`src/rtl/adc_sar_pkg.sv`:
```
// Shared types and constants for the 12-bit SAR ADC sequencer.
package adc_sar_pkg;

  localparam int ADC_BITS     = 12;
  localparam int SAMPLE_LEN_W = 4;
  localparam logic [ADC_BITS-1:0] ADC_CODE_RESET = 12'h000;

  typedef enum logic [2:0] {
    IDLE,
    SAMPLE,
    TRIAL,
    COMP,
    DONE
  } state_t;

endpackage

```
`src/rtl/adc_sar_reg.sv`:
```
// Successive-approximation register: decided bits plus the bit currently under trial.
module adc_sar_reg #(
  parameter int ADC_BITS = 12,
  parameter int IDX_W    = 4
) (
  input  logic                clk,
  input  logic                rst,
  input  logic                clear,
  input  logic                set_trial,
  input  logic                decide,
  input  logic [IDX_W-1:0]    bit_idx,
  input  logic                comp_in,
  output logic [ADC_BITS-1:0] code
);

  logic [ADC_BITS-1:0] decided;
  logic [ADC_BITS-1:0] trial_mask;

  always_ff @(posedge clk or posedge rst) begin
    if (rst) begin
      decided <= '0;
    end else if (clear) begin
      decided <= '0;
    end else if (decide) begin
      decided[bit_idx] <= comp_in;
    end
  end

  // Trial bit is decoded from the registered index, so code stays register-driven.
  always_comb begin
    trial_mask = '0;
    if (set_trial) trial_mask[bit_idx] = 1'b1;
  end

  assign code = decided | trial_mask;

endmodule

```
`src/rtl/adc_sar_controller.sv`:
```
// SAR conversion sequencer: sample phase, MSB-first bit trials, result publish.
module adc_sar_controller #(
  parameter int ADC_BITS = adc_sar_pkg::ADC_BITS
) (
  input  logic                                 clk,
  input  logic                                 rst,
  input  logic                                 start,
  input  logic [adc_sar_pkg::SAMPLE_LEN_W-1:0] sample_len,
  input  logic                                 comp_in,
  output logic [ADC_BITS-1:0]                  data,
  output logic                                 sample,
  output logic                                 comp_trig,
  output logic                                 busy,
  output logic [ADC_BITS-1:0]                  result,
  output logic                                 conv_finished
);

  import adc_sar_pkg::*;

  localparam int IDX_W = $clog2(ADC_BITS);
  localparam logic [IDX_W-1:0] MSB_IDX = IDX_W'(ADC_BITS - 1);
  localparam logic [SAMPLE_LEN_W-1:0] ONE_LEN = SAMPLE_LEN_W'(1);

  state_t                  state, state_next;
  logic [IDX_W-1:0]        bit_idx;
  logic [SAMPLE_LEN_W-1:0] s_len;
  logic [SAMPLE_LEN_W-1:0] cnt;
  logic                    accept;
  logic                    sar_clear;
  logic                    sar_set_trial;
  logic                    sar_decide;

  assign accept = ((state == IDLE) || (state == DONE)) && start;

  always_ff @(posedge clk or posedge rst) begin
    if (rst) state <= IDLE;
    else     state <= state_next;
  end

  always_comb begin
    state_next = state;
    unique case (state)
      IDLE:    if (start) state_next = SAMPLE;
      SAMPLE:  if (cnt == s_len - ONE_LEN) state_next = TRIAL;
      TRIAL:   state_next = COMP;
      COMP:    state_next = (bit_idx == '0) ? DONE : TRIAL;
      DONE:    state_next = start ? SAMPLE : IDLE;
      default: state_next = IDLE;
    endcase
  end

  always_comb begin
    sample        = (state == SAMPLE);
    comp_trig     = (state == COMP);
    busy          = (state == SAMPLE) || (state == TRIAL) || (state == COMP);
    conv_finished = (state == DONE);
    sar_clear     = (state == IDLE) || (state == DONE);
    sar_set_trial = (state == TRIAL) || (state == COMP);
    sar_decide    = (state == COMP);
  end

  always_ff @(posedge clk or posedge rst) begin
    if (rst) begin
      s_len   <= ONE_LEN;
      cnt     <= '0;
      bit_idx <= MSB_IDX;
      result  <= ADC_BITS'(ADC_CODE_RESET);
    end else begin
      if (accept) begin
        s_len <= (sample_len == '0) ? ONE_LEN : sample_len;
        cnt   <= '0;
      end
      if (state == SAMPLE) begin
        cnt <= cnt + ONE_LEN;
        if (cnt == s_len - ONE_LEN) bit_idx <= MSB_IDX;
      end
      if (state == COMP) begin
        if (bit_idx != '0) bit_idx <= bit_idx - IDX_W'(1);
        // Final code takes the last decision directly so result is valid in DONE.
        else result <= {data[ADC_BITS-1:1], comp_in};
      end
    end
  end

  adc_sar_reg #(
    .ADC_BITS (ADC_BITS),
    .IDX_W    (IDX_W)
  ) u_sar_reg (
    .clk       (clk),
    .rst       (rst),
    .clear     (sar_clear),
    .set_trial (sar_set_trial),
    .decide    (sar_decide),
    .bit_idx   (bit_idx),
    .comp_in   (comp_in),
    .code      (data)
  );

endmodule

```
`config.mk`:
```
export PLATFORM = sky130hd
export DESIGN_NAME = adc_sar_controller
export DESIGN_NICKNAME = d
export VERILOG_FILES = /design/src/rtl/adc_sar_pkg.sv /design/src/rtl/adc_sar_reg.sv /design/src/rtl/adc_sar_controller.sv
export SDC_FILE = /design/constraint.sdc
export NUM_CORES = 1
export LEC_CHECK = 0
export ABC_AREA = 1
export CAP_MARGIN = 25
export CORE_UTILIZATION = 53
export DETAILED_ROUTE_END_ITERATION = 7
export PLACE_DENSITY = 0.84
export SLEW_MARGIN = 20
export SYNTH_ARGS = -nofsm -noshare
export SYNTH_HDL_FRONTEND = slang
export SYNTH_SLANG_ARGS = --single-unit
```
`constraint.sdc`:
```
create_clock -name clk -period 1.8 [get_ports clk]
set_clock_uncertainty 0.05 [all_clocks]
set_input_delay 0.54 -clock clk [delete_from_list [all_inputs] [get_ports clk]]
set_output_delay 0.54 -clock clk [all_outputs]
set_load 0.02 [all_outputs]
```
==> results of run 1 <==
flip-flops by register name, indices dropped and copies added, names as in the netlist:
register	flops
u_sar_reg.decided	12
result	12
bit_idx	4
cnt	4
state	3
s_len	4
kinds of logic after synthesis:
group / count (synthesis)
DFF: 39
buffers and inverters: 40
xor gates and xnor gates: 4
and+or+nand+nor: 120
AOI/OAI and AO/OA: 55
adders and majority gates: 7
per-stage QoR:
step,cells,utilization,TNS [ns]
finish,390,0.851,-4.60
global route,390,0.851,-5.94
CTS,379,0.785,-4.14
detailed placement,363,0.709,-6.67
global placement,363,0.709,-6.22
floorplan,265,-,-0.543
worst min-delay path by stage:
stage	from	endpoint	slack, ns	cells after the start
after floorplan	cnt[3]	cnt[3]	0.41	1
after global placement	result[11]	result[11]	0.40	2
after detailed placement	result[1]	result[1]	0.41	2
after CTS	result[1]	result[1]	0.43	2
after global routing	result[2]	result[2]	0.45	2
final	result[3]	result[3]	0.43	2
power breakdown:
group          total, mW  internal (mW)  switching [mW]
Sequential          1.62           1.29           0.333
Clock              0.881          0.554           0.327
Combinational       4.12           1.75            2.36
cells in the mapped netlist, types with 2 or more instances:
cell type | n | area share
nand2_1 | 67 | 0.12
dfrtp_1 | 35 | 0.41
nor2_1 | 29 | 0.051
inv_1 | 27 | 0.047
o21ai_0 | 27 | 0.063
a21oi_1 | 14 | 0.033
nand3_1 | 11 | 0.026
ha_1 | 7 | 0.041
o21bai_1 | 6 | 0.021
buf_2 | 5 | 0.012
dfstp_2 | 4 | 0.049
inv_2 | 4 | 0.0070
buf_6 | 3 | 0.016
nand2_2 | 3 | 0.0088
nor3_1 | 3 | 0.0070
a21boi_2 | 2 | 0.011
nor2_4 | 2 | 0.011
nor2_8 | 2 | 0.019
o21ai_1 | 2 | 0.0047
o22ai_1 | 2 | 0.0059
xnor2_1 | 2 | 0.0082
xor2_1 | 2 | 0.0082
per-layer routing:
layer  wire length [um]  global-route usage  up-vias
met5                  0                   0        -
met4                278               0.166        0
met3                443              0.0469       33
li1                   -                   -     1003
met2               3530               0.548      134
met1               2600               0.328     1049
worst min-delay path: cells and delay by family (launching register included):
kind,cells,cell delay [ns]
AND/OR/NAND/NOR,2,0.11
flip-flops,1,0.34
timing repair:
item | 4_1_cts | 5_1_grt
pin swaps | 13 | 20
endpoints found under the setup margin | 28 | 21
hold buffers | 0 | 0
resized for setup | 130 | 41
setup buffers | 8 | 14
cell type report:
cell class,instances,share of cell area
Clock inverter,2,0.0187
Sequential cell,39,0.306
Timing Repair Buffer,78,0.215
Clock buffer,6,0.0226
Tap cell,48,0.0187
Inverter,31,0.0386
Multi-Input combinational cell,186,0.381
==> results.md, run 1 <==
- Adder-Cell Fraction of Synth Area: 0.0410
- Startpoint type of the worst setup path: register
- Initial antenna violation count: 0
- Placed cell area: 2680 um2
- Die area: 4290 um2
- Status: finished with violations
- Area grow syn2layout: 50.4%
- Worst hold path type: register to register
- Worst path buffer plus inverter count: 1
- Mapped Avg Cell Area: 8.05 um2
- Critical path type: register to output pin
- Max incr delay on CP: 0.64 ns
- Tmin final: 2.22 ns
- Post-synthesis sequential area ratio: 0.460
- Critical path depth in cells: 4
- CP max stage cell: dfstp_2
- Synth Cell Area: 2130 um2
- R2r startpoint: state[1]
- I/O pins: 36
- Design area: 3210 um2
- WHS: 0.427 ns
- Post-synthesis compound-gate area fraction: 0.145
- Largest family of logic cells by synthesized area: simple AND/OR/NAND/NOR gates
- Pre-CTS WS: -0.581 ns
- Setup Viol. Count Final: 18
- Die span in y: 65.5 um
- Grt ovf: 0
- Clock H-tree levels: 2
- Final Net Count: 356
- GRT Overall Usage: 0.300
- Simple-Gate Fraction of Synth Area: 0.254
- Syn Nets: 280
- Fin. Hold Viols: 0
- Post-synth EDFFs: 0
- Power Density: 2060 nW/um2
- DR DRC count: 0
- Failing checks: negative setup slack
- Vias per cell: 5.69
- Vias: 2219
- Clk slew on worst S/H paths: 0.09 ns
- Initial core utilization: 0.566
- Max Fclk: 0.450 GHz
- Post-synth top flop: dfrtp_1
- Synth warn: 0
- Largest net degree at the start of global routing: 40
- CP Cell Sequence: ha_4 -> nand3_4 -> o21bai_1 -> buf_4
- Area occupied by multi-input gates: 1220 um2
- R2r setup slk: -0.05 ns
- Yosys reg bits: 39
- Synth Instances: 265
- Crit Reg-Reg Endpoint: u_sar_reg.decided[10]
- Antenna Nets Post-Route: 0
- Fillers: 191
- Setup crit start: bit_idx[0]
- Num rows: 22
- Crit path max-delay family: flip-flops
- Vias in the first global route: 2134
- CTS root buffer: clkbuf_8
- Most frequent cells in the layout: nand2_1, buf_4, dfrtp_1, nor2_1, inv_1
- Final setup margin: -0.421 ns
- Count of final max-slew check failures: 0
- Initial drt markers: 190
- Post-DP HPWL: 3470 um
- # diodes: 0
- Synth async-reset ratio: 1.00
- Clock Sinks: 39
- Total Wirelength: 6850 um
- Slew @ Worst Pin: 0.446 ns
- 1st-pass router iterations: 5
- Final Cycle Share: 1.23
- RSZ-0062 raised after global routing: yes
- Drt wl/cell: 17.6 um
- CP endpoint kind: output pin
- Max-Cap Viols: 0
- Insertion delay to the later sink of the worst-skew pair: 0.31 ns
- Mux cell area share after synthesis: 0
- Share of cells above drive strength 1: 0.345
- Gpl congestion: 0.815
- Peak supply drop: 1.27 mV
- Reg2reg path depth: 10
- Register Area: 981 um2
- CTS tree: done
- CP required: 1.21 ns
- Worst Path Max Fanout: 4
- Synth Area in XOR/XNOR: 0.0164
- Clock Path Buffers: 2
- First-pass GRT wire length: 9550 um
- Commonest non-fill, non-tap cell in the layout: nand2_1
- Final total power: 6.62 mW
- Synth unique cells: 28
- IO Port Bufs: 35
- Relative slew slack: 0.702
- Worst setup endpoint: data[7]
- CTS buffer count: 5
- Critical Path AT: 1.63 ns
- Lkg Pwr: 1.60 nW
- Die width: 65.5 um
- Core Area: 3770 um2
Note: power is estimated with default switching activity, not from simulation.
==> run 2, diff against run 1 <==
Settings changed: CORE_MARGIN from default to 4.
==> run 2 against run 1 <==
Effect of this change: the run still ends with negative setup slack left; final area grew 1.2%; sequential power is essentially flat; highest routed layer unchanged; fmax grew 1.8%; sequential cell count is the same; wire length grew 10%; clock-buffer cell count grew 1; critical path type unchanged; largest cell class unchanged.
==> results.md, run 2 (synthesized netlist as in run 1, its figures left out) <==
- Hold Startpoint: result[7]
- Core Area: 3770 um2
- Fin cells: 391
- Grt ovf: 0
- CTS root buffer: clkbuf_8
- Count of final max-slew check failures: 0
- Crit path max-delay family: flip-flops
- Largest net degree at the start of global routing: 40
- Hold endpoint: result[7]
- Die area: 5110 um2
- Top flop regs: result (12), u_sar_reg.decided (12)
- Antenna Nets Post-Route: 0
- Max-Cap Viols: 0
- Startpoint type of the worst setup path: register
- CP max stage cell: dfstp_2
- Final Cycle Share: 1.21
- Hold depth: 2
- Clock H-tree levels: 2
- Max incr delay on CP: 0.65 ns
- Initial antenna violation count: 0
- R2r setup slk: -0.11 ns
- I/O pins: 36
- Initial drt markers: 362
- Die span in y: 71.5 um
- Peak supply drop: 1.15 mV
- Final Net Count: 357
- Failing checks: negative setup slack
- Tmin final: 2.18 ns
- Initial core utilization: 0.566
- Die width: 71.5 um
- Lkg Pwr: 1.59 nW
- First-pass GRT wire length: 9900 um
- Most frequent cells in the layout: nand2_1, buf_4, dfrtp_1, nor2_1, o21ai_0
- R2r startpoint: state[1]
- TNS Setup: -5.06 ns
- GRT Overall Usage: 0.248
- Insertion delay to the later sink of the worst-skew pair: 0.29 ns
- Commonest non-fill, non-tap cell in the layout: nand2_1
- Gpl congestion: 0.862
- Total Wirelength: 7530 um
- Worst hold path type: register to register
- Vias in the first global route: 2094
- Num rows: 22
- Power Density: 2060 nW/um2
- Clock Path Buffers: 2
- IO Port Bufs: 35
- Area grow syn2layout: 52.1%
- Clock Sinks: 39
- Slew @ Worst Pin: 0.481 ns
- Placed Instances: 360
- Drt wl/cell: 19.3 um
- Crit Reg-Reg Endpoint: u_sar_reg.decided[8]
- Worst Path Max Fanout: 4
- CTS tree: done
- Max Fclk: 0.458 GHz
- Reg2reg path depth: 8
- Critical path type: register to output pin
- Vias: 2325
- DR DRC count: 0
- CP Cell Sequence: ha_4 -> nand3_2 -> o21bai_4 -> buf_6
- CTS hold repair buffers: 0
- Vias per cell: 5.95
- # diodes: 0
- 1st-pass router iterations: 7
- Clk slew on worst S/H paths: 0.08 ns
- CTS buffer count: 5
- Share of cells above drive strength 1: 0.367
- Critical Path AT: 1.59 ns
- Post-DP HPWL: 3570 um
- Setup Viol. Count Final: 25
- Status: finished with violations
- CP required: 1.21 ns
- CP endpoint kind: output pin
- Relative slew slack: 0.678
- Worst path buffer plus inverter count: 1
- RSZ-0062 raised after global routing: yes
- Final setup margin: -0.382 ns
- Setup crit start: bit_idx[1]
- Fin. Hold Viols: 0
run 2: metrics by stage:
stage	util	total power [mW]	cell area [um2]	hold WS (ns)	setup slack [ns]
floorplan	-	3.47	2130	0.412	-0.116
global placement	0.703	4.57	2650	0.404	-0.562
detailed placement	0.703	4.68	2650	0.407	-0.624
CTS	0.792	5.78	2990	0.421	-0.342
global route	0.861	7.02	3250	0.451	-0.418
finish	0.861	6.70	3250	0.422	-0.382
run 2: final cells by class:
| class | count | area (um2) |
|---|---|---|
| Sequential cell | 39 | 983 |
| Fill cell | 185 | 524 |
| Multi-Input combinational cell | 187 | 1240 |
| Timing Repair inverter | 1 | 5.00 |
| Clock inverter | 1 | 30.0 |
| Inverter | 31 | 136 |
| Clock buffer | 7 | 76.3 |
| Timing Repair Buffer | 77 | 718 |
| Tap cell | 48 | 60.1 |
run 2: worst register-to-register path, cell delays in order, from the launching register on:
cell and delay (ns):
dfrtp_2 0.45, buf_4 0.17, nand2_8 0.12, buf_6 0.13, nor2_8 0.03, buf_4 0.16
nor2_4 0.18, clkinvlp_2 0.33, a21oi_1 0.22
run 2: worst max-delay path by stage:
stage / endpoint / slack (ns) / cells past startpoint
finish: data[10] / -0.38 / 4
global route: data[11] / -0.42 / 4
CTS: data[9] / -0.34 / 4
detailed placement: data[4] / -0.62 / 5
global placement: data[4] / -0.56 / 5
floorplan: data[2] / -0.12 / 4
run 2: report_power, final:
part | total [mW] | switching [mW] | internal (mW)
logic | 4.34 | 2.50 | 1.84
clock network | 0.716 | 0.301 | 0.415
registers | 1.64 | 0.347 | 1.29
total | 6.70 | 3.15 | 3.55
run 2: layer usage:
layer  global-route usage  routed length [um]  part of all wire
met5                    0                   0                 0
met3               0.0477                 626             0.083
met2                0.457                3720              0.49
met1                0.273                2680              0.36
met4                0.109                 500             0.066
run 2: repair_timing:
item,CTS,global route
endpoints found under the setup margin,29,35
pin swaps,12,22
buffers inserted,8,13
cloned,1,2
resized for setup,145,34
==> run 3, diff against run 2 <==
Settings changed: PLACE_DENSITY 0.84 to 0.83, SYNTH_HIERARCHICAL from default to 1.
==> run 3 against run 2 <==
Effect of this change: the flow still finishes with violations (negative setup slack); die area increased by 3.0%; register-to-register slack improved by 0.13 ns; clock-buffer cell count unchanged; setup slack improved by 0.13 ns; fmax up 6.1%; clock power shrank 18%; via count increased by 6.3%; critical path depth unchanged; first-iteration DRC count shrank 22%; utilization is 4.4 points lower.
==> results.md, run 3 <==
- Die area: 5260 um2
- Critical path type: register to output pin
- Insertion delay to the later sink of the worst-skew pair: 0.30 ns
- Clock Power Share: 0.094
- Gpl congestion: 0.869
- Synth async-reset ratio: 1.00
- Vias per cell: 5.41
- Top flop regs: result (12), u_sar_reg/decided (12)
- Failing checks: negative setup slack
- Initial core utilization: 0.552
- Mapped Avg Cell Area: 6.96 um2
- Lkg Pwr: 1.83 nW
- Clock H-tree levels: 2
- Pint: 3.29 mW
- CTS root buffer: clkbuf_8
- Area grow syn2layout: 48.0%
- Slew @ Worst Pin: 0.538 ns
- Synth warn: 6
- TNS Setup: -2.69 ns
- Synth Instances: 317
- Antenna Nets Post-Route: 0
- R2r setup slk: 0.02 ns
- Largest net degree at the start of global routing: 24
- Post-synth top flop: dfrtp_1
- Synth area leaders: dfrtp_1, nand2_1, inv_1
- Crit Reg-Reg Endpoint: bit_idx[0]
- Most frequent cells in the layout: nand2_1, buf_4, inv_1, dfrtp_1, nor2_1
- Design area: 3270 um2
- Critical Path AT: 1.47 ns
- Top post-synthesis cells by count: nand2_1, inv_1, dfrtp_1
- Clk slew on worst S/H paths: 0.07 ns
- Count of final max-slew check failures: 0
- Initial antenna violation count: 0
- Commonest non-fill, non-tap cell in the layout: nand2_1
- Clock Path Buffers: 2
- Logic pwr share: 0.661
- Final Cycle Share: 1.14
- Register share of total power: 0.245
- Status: finished with violations
- Synth Cell Area: 2210 um2
- Max-Cap Viols: 0
- # diodes: 0
- Setup crit start: bit_idx[1]
- Fillers: 234
- Worst Path Max Fanout: 6
- R2r startpoint: s_len[0]
- Startpoint type of the worst setup path: register
- CTS buffer count: 5
- CTS tree: done
- Worst setup endpoint: data[0]
- Post-synthesis sequential area ratio: 0.444
- Vias in the first global route: 2182
- Placed Instances: 434
- Drt wl/cell: 15.6 um
- Die width: 72.5 um
- Max Fclk: 0.486 GHz
- Final Net Count: 417
- Placed cell area: 2890 um2
- Post-synth EDFFs: 0
- Post-DP HPWL: 3980 um
- Post-synth top area share: 0.397
- GRT Overall Usage: 0.240
- Num rows: 23
- DR DRC count: 0
- Core Area: 4000 um2
- Setup Viol. Count Final: 14
- Power Density: 1920 nW/um2
- Synth unique cells: 29
- Tmin final: 2.06 ns
- Die span in y: 72.5 um
- Final setup margin: -0.256 ns
- WHS: 0.428 ns
- Hold Startpoint: result[1]
- Syn Nets: 328
- Initial drt markers: 282
- Reg2reg path depth: 6
- RSZ-0062 raised after global routing: yes
- Grt ovf: 0
- Relative slew slack: 0.641
- Count leader, synth: nand2_1
- 1st-pass router iterations: 5
- I/O pins: 36
- Total Wirelength: 7140 um
- Clock Sinks: 39
- Peak supply drop: 0.961 mV
- Yosys reg bits: 39
- IO Port Bufs: 35
- Fin cells: 457
- CP endpoint kind: output pin
- Net Switching: 2.97 mW
- Worst hold path type: register to register
- Final total power: 6.26 mW
- Share of cells above drive strength 1: 0.319
- Fin. Hold Viols: 0
- Vias: 2471
- Post-synth top area cell: dfrtp_1
- CP required: 1.21 ns
- First-pass GRT wire length: 9800 um
- Sw Ratio: 0.474
[run 3: cell families (layout without fill, tap and decap cells)]
group,Yosys count,after routing,synth area share
AND/OR/NAND/NOR,190,190,0.365
buffers and inverters,63,153,0.113
flip-flops,39,39,0.444
AO/OA/AOI/OAI,18,18,0.0442
XOR/XNOR,4,4,0.0159
adder cells (fa/ha/maj),3,3,0.0170
[run 3: critical path, cell delays in order (launching register included)]
cell	delay, ns
dfstp_2	0.42
nor2_2	0.27
nand2_1	0.16
o21ai_2	0.18
buf_6	0.14
[run 3: per-layer routing]
layer / global-route usage / vias up / share of wire
met4: 0.0881 / 0 / 0.043
met1: 0.310 / 1144 / 0.41
met3: 0.0609 / 42 / 0.066
met2: 0.390 / 140 / 0.49
met5: 0 / - / 0
li1: - / 1145 / -
[run 3: power by group through the flow]
stage,combinational (mW),clock (mW),sequential [mW]
final,4.14,0.588,1.53
after floorplan,1.80,0,1.61
after global placement,3.30,0,1.47
after global routing,4.44,0.635,1.57
after CTS,3.49,0.590,1.49
after detailed placement,3.39,0,1.49
[run 3: layout make-up]
| class | instances | area [um2] | area share |
|---|---|---|---|
| multi-input cells | 215 | 1130 | 0.345 |
| flip-flops and latches | 39 | 981 | 0.300 |
| repair buffers | 88 | 795 | 0.243 |
| inverters | 57 | 219 | 0.0670 |
| clock buffers | 7 | 76.3 | 0.0234 |
| well taps | 50 | 62.6 | 0.0191 |
| clock inverters | 1 | 5.00 | 0.00153 |
[run 3: how the worst min path moves through the flow]
stage	endpoint	slack, ns	depth (start not counted)
2_1_floorplan	u_sar_reg/decided[0]	0.35	1
3_3_place_gp	result[0]	0.41	2
3_5_place_dp	result[1]	0.41	2
4_1_cts	result[1]	0.43	2
5_1_grt	result[1]	0.45	2
6_report	result[1]	0.43	2
[run 3: through the flow]
step | setup slack (ns) | util
after floorplan | 0.00293 | -
after global placement | -0.380 | 0.723
after detailed placement | -0.429 | 0.723
after CTS | -0.225 | 0.759
after global routing | -0.329 | 0.817
final | -0.256 | 0.817
[run 3: repair_timing]
action / CTS / global route
pin swaps: 4 / 8
endpoints found under the setup margin: 28 / 25
resized for setup: 114 / 40
endpoints found under the hold margin: 0 / 0
hold buffers: 0 / 0
buffers inserted: 5 / 11
